[src/rtl/ycbcr_buf_ctrl_if.sv]
// Handshake and buffer-strobe bundle between the YCbCr buffer controller and its frame source/sink.
interface ycbcr_buf_ctrl_if #(
  parameter int CNT_W = 21
);
  logic             start;
  logic [CNT_W-1:0] num_pix;
  logic             in_valid;
  logic             in_ready;
  logic             out_valid;
  logic             mem_enable;
  logic             mem_en_write;
  logic             mem_en_read;
  logic             busy;
  logic             done;
  logic             err;
  logic [CNT_W-1:0] pix_cnt;

  modport master (
    output start, num_pix, in_valid,
    input  in_ready, out_valid, mem_enable, mem_en_write, mem_en_read,
    input  busy, done, err, pix_cnt
  );

  modport slave (
    input  start, num_pix, in_valid,
    output in_ready, out_valid, mem_enable, mem_en_write, mem_en_read,
    output busy, done, err, pix_cnt
  );
endinterface

[src/rtl/ycbcr_buf_ctrl.sv]
// Frame sequencer for the 3-plane YCbCr buffer: clear, write num_pix pixels, dummy read, read back.
// Optional write-stall timeout enabled by defining YCBCR_CTRL_TIMEOUT_EN.
module ycbcr_buf_ctrl #(
  parameter int CNT_W       = 21,
  parameter int MAX_PIX     = 1048576,
  parameter int TIMEOUT_CYC = 1024
) (
  input  logic            clk,
  input  logic            rst,
  ycbcr_buf_ctrl_if.slave bus
);

  localparam logic [2:0] S_IDLE  = 3'd0;
  localparam logic [2:0] S_CLEAR = 3'd1;
  localparam logic [2:0] S_WRITE = 3'd2;
  localparam logic [2:0] S_PRIME = 3'd3;
  localparam logic [2:0] S_READ  = 3'd4;
  localparam logic [2:0] S_DONE  = 3'd5;

  if (TIMEOUT_CYC < 1 || MAX_PIX < 1 || MAX_PIX >= 2**CNT_W) begin : g_param_check
    $error("ycbcr_buf_ctrl: inconsistent CNT_W/MAX_PIX/TIMEOUT_CYC");
  end

  logic [2:0]       state_q, state_d;
  logic [CNT_W-1:0] cnt_q, cnt_d;
  logic [CNT_W-1:0] len_q, len_d;
  logic             err_q, err_d;
  logic             len_ok;
  logic             last_q;

  assign len_ok = (bus.num_pix != '0) && (bus.num_pix <= CNT_W'(MAX_PIX));
  assign last_q = (cnt_q == (len_q - CNT_W'(1)));

`ifdef YCBCR_CTRL_TIMEOUT_EN
  localparam int TO_W = $clog2(TIMEOUT_CYC + 1);
  logic [TO_W-1:0] stall_q, stall_d;
`endif

  always_comb begin
    state_d = state_q;
    cnt_d   = cnt_q;
    len_d   = len_q;
    err_d   = err_q;
`ifdef YCBCR_CTRL_TIMEOUT_EN
    stall_d = stall_q;
`endif
    case (state_q)
      S_IDLE: begin
        if (bus.start) begin
          if (len_ok) begin
            len_d   = bus.num_pix;
            err_d   = 1'b0;
            state_d = S_CLEAR;
          end else begin
            err_d   = 1'b1;
            state_d = S_DONE;
          end
        end
      end
      S_CLEAR: begin
        cnt_d   = '0;
        state_d = S_WRITE;
`ifdef YCBCR_CTRL_TIMEOUT_EN
        stall_d = '0;
`endif
      end
      S_WRITE: begin
        if (bus.in_valid) begin
`ifdef YCBCR_CTRL_TIMEOUT_EN
          stall_d = '0;
`endif
          if (last_q) begin
            cnt_d   = '0;
            state_d = S_PRIME;
          end else begin
            cnt_d = cnt_q + CNT_W'(1);
          end
        end
`ifdef YCBCR_CTRL_TIMEOUT_EN
        else if (stall_q == TO_W'(TIMEOUT_CYC - 1)) begin
          err_d   = 1'b1;
          state_d = S_DONE;
        end else begin
          stall_d = stall_q + TO_W'(1);
        end
`endif
      end
      // The dummy read consumes the buffer's all-ones read-counter slot.
      S_PRIME: state_d = S_READ;
      S_READ: begin
        cnt_d = cnt_q + CNT_W'(1);
        if (last_q) state_d = S_DONE;
      end
      S_DONE:  state_d = S_IDLE;
      default: state_d = S_IDLE;
    endcase
  end

  always_ff @(posedge clk or posedge rst) begin
    if (rst) begin
      state_q <= S_IDLE;
      cnt_q   <= '0;
      len_q   <= '0;
      err_q   <= 1'b0;
`ifdef YCBCR_CTRL_TIMEOUT_EN
      stall_q <= '0;
`endif
    end else begin
      state_q <= state_d;
      cnt_q   <= cnt_d;
      len_q   <= len_d;
      err_q   <= err_d;
`ifdef YCBCR_CTRL_TIMEOUT_EN
      stall_q <= stall_d;
`endif
    end
  end

  // Write strobe is combinational so it settles before the buffer's posedge write.
  assign bus.in_ready     = (state_q == S_WRITE);
  assign bus.mem_en_write = (state_q == S_WRITE) && bus.in_valid;
  assign bus.mem_en_read  = (state_q == S_PRIME) || (state_q == S_READ);
  assign bus.out_valid    = (state_q == S_READ);
  assign bus.mem_enable   = (state_q == S_WRITE) || (state_q == S_PRIME) ||
                            (state_q == S_READ)  || (state_q == S_DONE);
  assign bus.busy         = (state_q != S_IDLE);
  assign bus.done         = (state_q == S_DONE);
  assign bus.err          = err_q;
  assign bus.pix_cnt      = cnt_q;

endmodule
[src/flat_wrapper.sv]
// flat-port wrapper written by rule: the top's interface ports become plain ports
module ycbcr_buf_ctrl_flat 
#(
  parameter int CNT_W       = 21,
  parameter int MAX_PIX     = 1048576,
  parameter int TIMEOUT_CYC = 1024
)
  (clk, rst, bus_start, bus_num_pix, bus_in_valid, bus_in_ready, bus_out_valid, bus_mem_enable, bus_mem_en_write, bus_mem_en_read, bus_busy, bus_done, bus_err, bus_pix_cnt);
  ycbcr_buf_ctrl_if #(.CNT_W(CNT_W)) bus_i ();
  input  logic clk;
  input  logic rst;
  input wire logic [$bits(bus_i.start)-1:0] bus_start;
  input wire logic [$bits(bus_i.num_pix)-1:0] bus_num_pix;
  input wire logic [$bits(bus_i.in_valid)-1:0] bus_in_valid;
  output wire logic [$bits(bus_i.in_ready)-1:0] bus_in_ready;
  output wire logic [$bits(bus_i.out_valid)-1:0] bus_out_valid;
  output wire logic [$bits(bus_i.mem_enable)-1:0] bus_mem_enable;
  output wire logic [$bits(bus_i.mem_en_write)-1:0] bus_mem_en_write;
  output wire logic [$bits(bus_i.mem_en_read)-1:0] bus_mem_en_read;
  output wire logic [$bits(bus_i.busy)-1:0] bus_busy;
  output wire logic [$bits(bus_i.done)-1:0] bus_done;
  output wire logic [$bits(bus_i.err)-1:0] bus_err;
  output wire logic [$bits(bus_i.pix_cnt)-1:0] bus_pix_cnt;
  assign bus_i.start = bus_start;
  assign bus_i.num_pix = bus_num_pix;
  assign bus_i.in_valid = bus_in_valid;
  assign bus_in_ready = bus_i.in_ready;
  assign bus_out_valid = bus_i.out_valid;
  assign bus_mem_enable = bus_i.mem_enable;
  assign bus_mem_en_write = bus_i.mem_en_write;
  assign bus_mem_en_read = bus_i.mem_en_read;
  assign bus_busy = bus_i.busy;
  assign bus_done = bus_i.done;
  assign bus_err = bus_i.err;
  assign bus_pix_cnt = bus_i.pix_cnt;
  ycbcr_buf_ctrl #(.CNT_W(CNT_W), .MAX_PIX(MAX_PIX), .TIMEOUT_CYC(TIMEOUT_CYC)) u_core (.clk(clk), .rst(rst), .bus(bus_i));
endmodule
[config.mk]
export PLATFORM = sky130hd
export DESIGN_NAME = ycbcr_buf_ctrl_flat
export DESIGN_NICKNAME = d
export VERILOG_FILES = /design/src/rtl/ycbcr_buf_ctrl_if.sv /design/src/rtl/ycbcr_buf_ctrl.sv /design/src/flat_wrapper.sv
export SDC_FILE = /design/constraint.sdc
export NUM_CORES = 1
export LEC_CHECK = 0
export ABC_AREA = 1
export CAP_MARGIN = 20
export CORE_ASPECT_RATIO = 0.8
export CORE_MARGIN = 2
export CORE_UTILIZATION = 25
export DETAILED_ROUTE_END_ITERATION = 8
export GPL_ROUTABILITY_DRIVEN = 0
export GPL_TIMING_DRIVEN = 0
export PLACE_DENSITY_LB_ADDON = 0.3
export SLEW_MARGIN = 20
export SYNTH_ARGS = -nofsm -noshare
export SYNTH_HDL_FRONTEND = slang
export SYNTH_SLANG_ARGS = --single-unit
[constraint.sdc]
create_clock -name clk -period 5.2 [get_ports clk]
set_clock_uncertainty 0.2 [all_clocks]
set_input_delay 1.04 -clock clk [delete_from_list [all_inputs] [get_ports clk]]
set_output_delay 1.04 -clock clk [all_outputs]
set_load 0.05 [all_outputs]
Yosys cells after proc, flatten, opt, wreduce, memory -nomap -nowiden --
Cells that the tools add are included.
Storage, ports and cells: bits in registers 46, bits in latches 0, memory bits (writable) 0, ROM bits 0, bits of input ports 25, output and inout bits 29, logic and storage cells 41, memories 0
Cells by class: $add $sub $neg 2, $mul 0, divide/modulo/power cells 0, $lt $le $gt $ge 1, equal/unequal tests 10, shift operators 0, multiplexer cells 10, bitwise gates (word level) 0, reductions and logical operators 14
Operators with widths (count):
- 21-bit one-hot mux with 3 select lines | 1
- 21-bit 2-to-1 mux | 2
- 21-bit by 1-bit adder with 21-bit output (second input constant) | 1
- 21-bit equality test | 1
- 21-bit less-or-equal comparator (second input constant) | 1
- 21-bit nonzero test | 1
- 21-bit by 1-bit subtractor with 21-bit output (second input constant) | 1
- 3-bit 2-to-1 mux | 5
- 3-bit one-hot mux with 5 select lines | 1
- 3-bit by 2-bit equality test with 1-bit output (second input constant) | 2
- 3-bit equality test (second input constant) | 2
- 3-bit nonzero test | 2
- 1-bit logical OR | 4
- 2-bit by 1-bit inequality test with 1-bit output (second input constant) | 2
- 2-bit inequality test (second input constant) | 2
- 2-bit AND reduction | 2
- 4-bit AND reduction | 1
- 3-bit by 1-bit equality test with 1-bit output (second input constant) | 1
- 3-bit logical NOT | 1
- 3-bit AND reduction | 1
- 1-bit logical AND | 2
- 1-bit 2-to-1 mux | 1

Logic depth before layout (Yosys ltp) --
Gate-level depths: netlist of run 1.
depth in word-level cells 5, depth in mapped cells 18, depth with buffers taken out 17

Least setup slack after synthesis of run 1 --
No wires, ideal clock.
path kind flip-flop to output port, start register u_core.state_q[0], end output bus_mem_en_read, arrival 1.578 ns, data required time 3.960 ns, slack 2.382 ns, stages on the path, launching flop included 6, cells stage by stage dfrtp_1 nor2_1 nand2_1 inv_1 a21oi_1 inv_1
Between the ends: cells in the longest elaborated chain, start to end 2, elaborated cells between the ends (all ways) 3
Ends and longest elaborated chain:
- from (decl) | line ycbcr_buf_ctrl.sv:24 | logic [2:0] state_q, state_d;
- from (signal assigned) | line ycbcr_buf_ctrl.sv:109 | state_q <= state_d;
- 3-bit equality test
- net bus_out_valid | line flat_wrapper.sv:16 | output wire logic [$bits(bus_i.out_valid)-1:0] bus_out_valid;
- 1-bit logical OR | line ycbcr_buf_ctrl.sv:122 | assign bus.mem_en_read = (state_q == S_PRIME) || (state_q == S_READ);
- to (decl) | line flat_wrapper.sv:19 | output wire logic [$bits(bus_i.mem_en_read)-1:0] bus_mem_en_read;
The timed path passes the listed nets, and every way through them passes these cells.

Worst setup path in the final report of run 1 --
start input bus_in_valid, end output bus_mem_en_write
Between the ends: cells in the longest elaborated chain, start to end 1
Ends and longest elaborated chain:
- from (decl) | line flat_wrapper.sv:14 | input wire logic [$bits(bus_i.in_valid)-1:0] bus_in_valid;
- 1-bit logical AND | line ycbcr_buf_ctrl.sv:121 | assign bus.mem_en_write = (state_q == S_WRITE) && bus.in_valid;
- to (decl) | line flat_wrapper.sv:18 | output wire logic [$bits(bus_i.mem_en_write)-1:0] bus_mem_en_write;
Every way passes these cells.

==> metrics.txt, run 1 <==
Slew Limit Fails 0; Reg clk slew, reported paths 0.07 ns; area post-placement 4010 sq um; number of remaining DRC errors 0; final hold vios 0; worst r2r path cells 18; starting density of the core 25.4%; ys flop type dfrtp_1; # setup viols final 0; critical path class in2out; async set or reset register ratio after synthesis 100%; vias in the first global route 2,923; min Tclk post-route 3.81 ns; power after layout 916 uW; maximum operating frequency 0.263 GHz; Mapped Avg Cell Area 6.79 sq um; die span in y 106 um; drt total wl 8940 um; worst min path class reg2reg; total CTS buffers 5; max-capacitance violation count 0; critical path startpoint category input pin; Synth area leaders dfrtp_1, nand2_1, inv_1; CP Buf/Inv Count 3; Final ANT Viol Nets 0; largest area contributor in the netlist dfrtp_1; DR WL/cell 12.5 um; Syn Nets 503; YS warnings 0; Syn Inst Count 476; cts hold-fix bufs 0; die area 13,900 sq um; CP Data Required Time 3.96 ns; vias 3,068; Final Cycle Share 73.2%; gr busiest metal met2; largest net degree at the start of global routing 26; GR Util met3 1.88%; Top Family by Delay on Critical Path buffers and inverters; number of cells on the worst hold path 2; number of synthesized flops with an enable pin 0; met1 Track Usage GR 18.8%; CTS Root Buffer Type clkbuf_16; M2 GR Usage 22.2%; H-Tree Level Count 2; Max FO, Critical Path 2; Resized Gates After CTS 0; share of cells above drive strength 1 7.43%; register area share after synthesis 35.6%; P_leak 0.00222 uW; PortBufs 53; gr usage total 13.6%; area grow syn2layout 28.7%; CP Depth 4; first-pass GRT wire length 14,700 um; critical-path cell list clkdlybuf4s50_1, inv_1, nor2_2, clkdlybuf4s50_1; peak supply drop 0.000141 V; PwrDens 220 nW/um^2; # nets final 564; # rows 37; IO Pins 54; GRT overflow 0; status finished, final reports clean; Data arrival, critical path 2.57 ns; setup bufs post-CTS 0; TritonCTS Sinks 46; Worst-Margin Slew 0.809 ns; dpl hpwl 7270 um; Slew HR 45.6%; cell mode on critical path clkdlybuf4s50_1; Crit path largest cell delay 0.83 ns; CTS Buffer Depth 2; Placeable Area 12,700 sq um; CP max stage cell clkdlybuf4s50_1; 1st-pass router iterations 4; die width 131 um; crit end category primary output; via density per instance 4.30; post-route cell area 4160 sq um; Final TNS setup 0 ns; synthesized flop and latch total 46; CTS tree built; clock latency on the worst-skew pair 0.29 ns; Antenna diodes 0; post-synth top area share 35.6%; initial antenna violation count 0; RSZ-0062 raised after global routing no; initial DRC count 159; Yosys cell types 33; synthesized area 3230 sq um
synth_stat cells, types with 2 or more instances:
master	count
nand4_1	9
nand2_4	2
xnor2_1	11
nor4_1	4
ha_1	2
o21bai_1	3
clkbuf_1	5
nor2_2	7
nand2_2	5
dfrtp_1	46
nor2_4	6
inv_2	3
nand3b_1	5
a21oi_1	2
nand2_1	156
xor2_1	22
nor3_1	3
inv_1	86
o21ai_0	16
nor2_1	43
nand3_1	28
per-layer routing:
metal,vias up,routed length [um]
met1,1436,4130
li1,1569,-
met5,-,0
met3,7,437
met4,0,114
met2,56,4260
where the power goes:
| part | internal, uW | leakage, uW | total (uW) | switching (uW) |
|---|---|---|---|---|
| Combinational | 74.1 | 0.00160 | 189 | 115 |
| Clock | 191 | 0.0000729 | 329 | 139 |
| Sequential | 372 | 0.000545 | 397 | 25.0 |
kinds of logic after synthesis:
family          Yosys count  synth area share, %
buf+inv                  96                 11.4
fa+ha+maj                 2                0.774
simple gates            276                 39.3
flops                    46                 35.6
compound gates           23                 3.95
xor+xnor                 33                 8.95
worst register-to-register path, cell delays in order (launching register included):
cell and delay, ns:
dfrtp_1 0.38, inv_1 0.16, ha_1 0.22, nand2_1 0.09, nor2_2 0.19, nand2_1 0.13, nor2_2 0.16, nand2_1 0.07
nand2_1 0.06, nand2_1 0.07, nor2_1 0.10, nand2_1 0.07, nor2_2 0.13, nand2_2 0.11, nand2_4 0.09, nand3_4 0.13
buf_6 0.18, nand2_1 0.06, inv_1 0.04
cell type report:
| type | instances | area (sq um) |
|---|---|---|
| Fill cell | 1374 | 8570 |
| Multi-Input combinational cell | 334 | 1710 |
| Sequential cell | 46 | 1150 |
| Timing Repair Buffer | 54 | 558 |
| Inverter | 89 | 334 |
| Tap cell | 175 | 219 |
| Clock buffer | 6 | 139 |
| Buffer | 7 | 35.0 |
| Clock inverter | 2 | 12.5 |
cell usage in the layout (no fill, tap or decap), types with 5 or more instances in the layout:
cell type	Yosys	layout
xnor2_1	11	11
inv_1	86	85
clkbuf_16	0	5
nand2_2	5	5
xor2_1	22	22
clkdlybuf4s50_1	0	53
nand2_1	156	156
nand3_1	28	28
nor2_2	7	7
nor2_1	43	43
nand4_1	9	9
dfrtp_1	46	46
o21ai_0	16	16
nand3b_1	5	5
clkbuf_1	5	5
nor2_4	6	6
state kept, by name, summed over array words and instances, names as in the netlist:
| signal | count |
|---|---|
| u_core.bus.err | 1 |
| u_core.state_q | 3 |
| u_core.bus.pix_cnt | 21 |
| u_core.len_q | 21 |
path summary, 6_finish.rpt:
path / endpoint / slack [ns] / from
setup / recovery: bus_mem_en_write / 1.39 / bus_in_valid
hold / removal: u_core.len_q[20]$_DFFE_PP0P_ / 0.32 / u_core.len_q[20]$_DFFE_PP0P_
setup reg to reg: u_core.bus.pix_cnt[8]$_DFFE_PP0P_ / 2.47 / u_core.len_q[0]$_DFFE_PP0P_
hold reg to reg: u_core.len_q[20]$_DFFE_PP0P_ / 0.32 / u_core.len_q[20]$_DFFE_PP0P_
max in group asynchronous: u_core.len_q[15]$_DFFE_PP0P_ / 3.33 / rst
min in group asynchronous: u_core.state_q[1]$_DFFE_PP0P_ / 0.95 / rst
metrics by stage:
step | hold WS (ns) | util (%) | std cells | worst slack (ns)
finish | 0.321 | 32.7 | 713 | 1.39
global route | 0.362 | 32.7 | 713 | 1.14
CTS | 0.321 | 32.7 | 713 | 1.38
global placement | 0.293 | 31.3 | 704 | 1.11
floorplan | 0.272 | - | 476 | 2.38
detailed placement | 0.305 | 31.5 | 705 | 1.09
Note: power is estimated with default switching activity, not from simulation.
==> run 2, diff against run 1 <==
==> constraint.sdc (replaced) <==
create_clock -name clk -period 3.8 [get_ports clk]
set_clock_uncertainty 0.2 [all_clocks]
set_input_delay 0.76 -clock clk [delete_from_list [all_inputs] [get_ports clk]]
set_output_delay 0.76 -clock clk [all_outputs]
set_load 0.05 [all_outputs]
==> results of run 2 <==
Same layout as run 1 (identical final DEF). Status: finished, final reports clean.
Main changes from that run: setup slack after placement 1.09 ns -> -0.0259 ns; setup slack after layout 1.39 ns -> 0.301 ns; start point of the critical path bus_in_valid -> bus_num_pix[19]; end point of the critical path bus_mem_en_write -> u_core.len_q[0]$_DFFE_PP0P_; register-to-register setup slack 2.47 ns -> 1.07 ns; total power 916 uW -> 1250 uW; worst IR drop on VDD 0.000141 V -> 0.000192 V
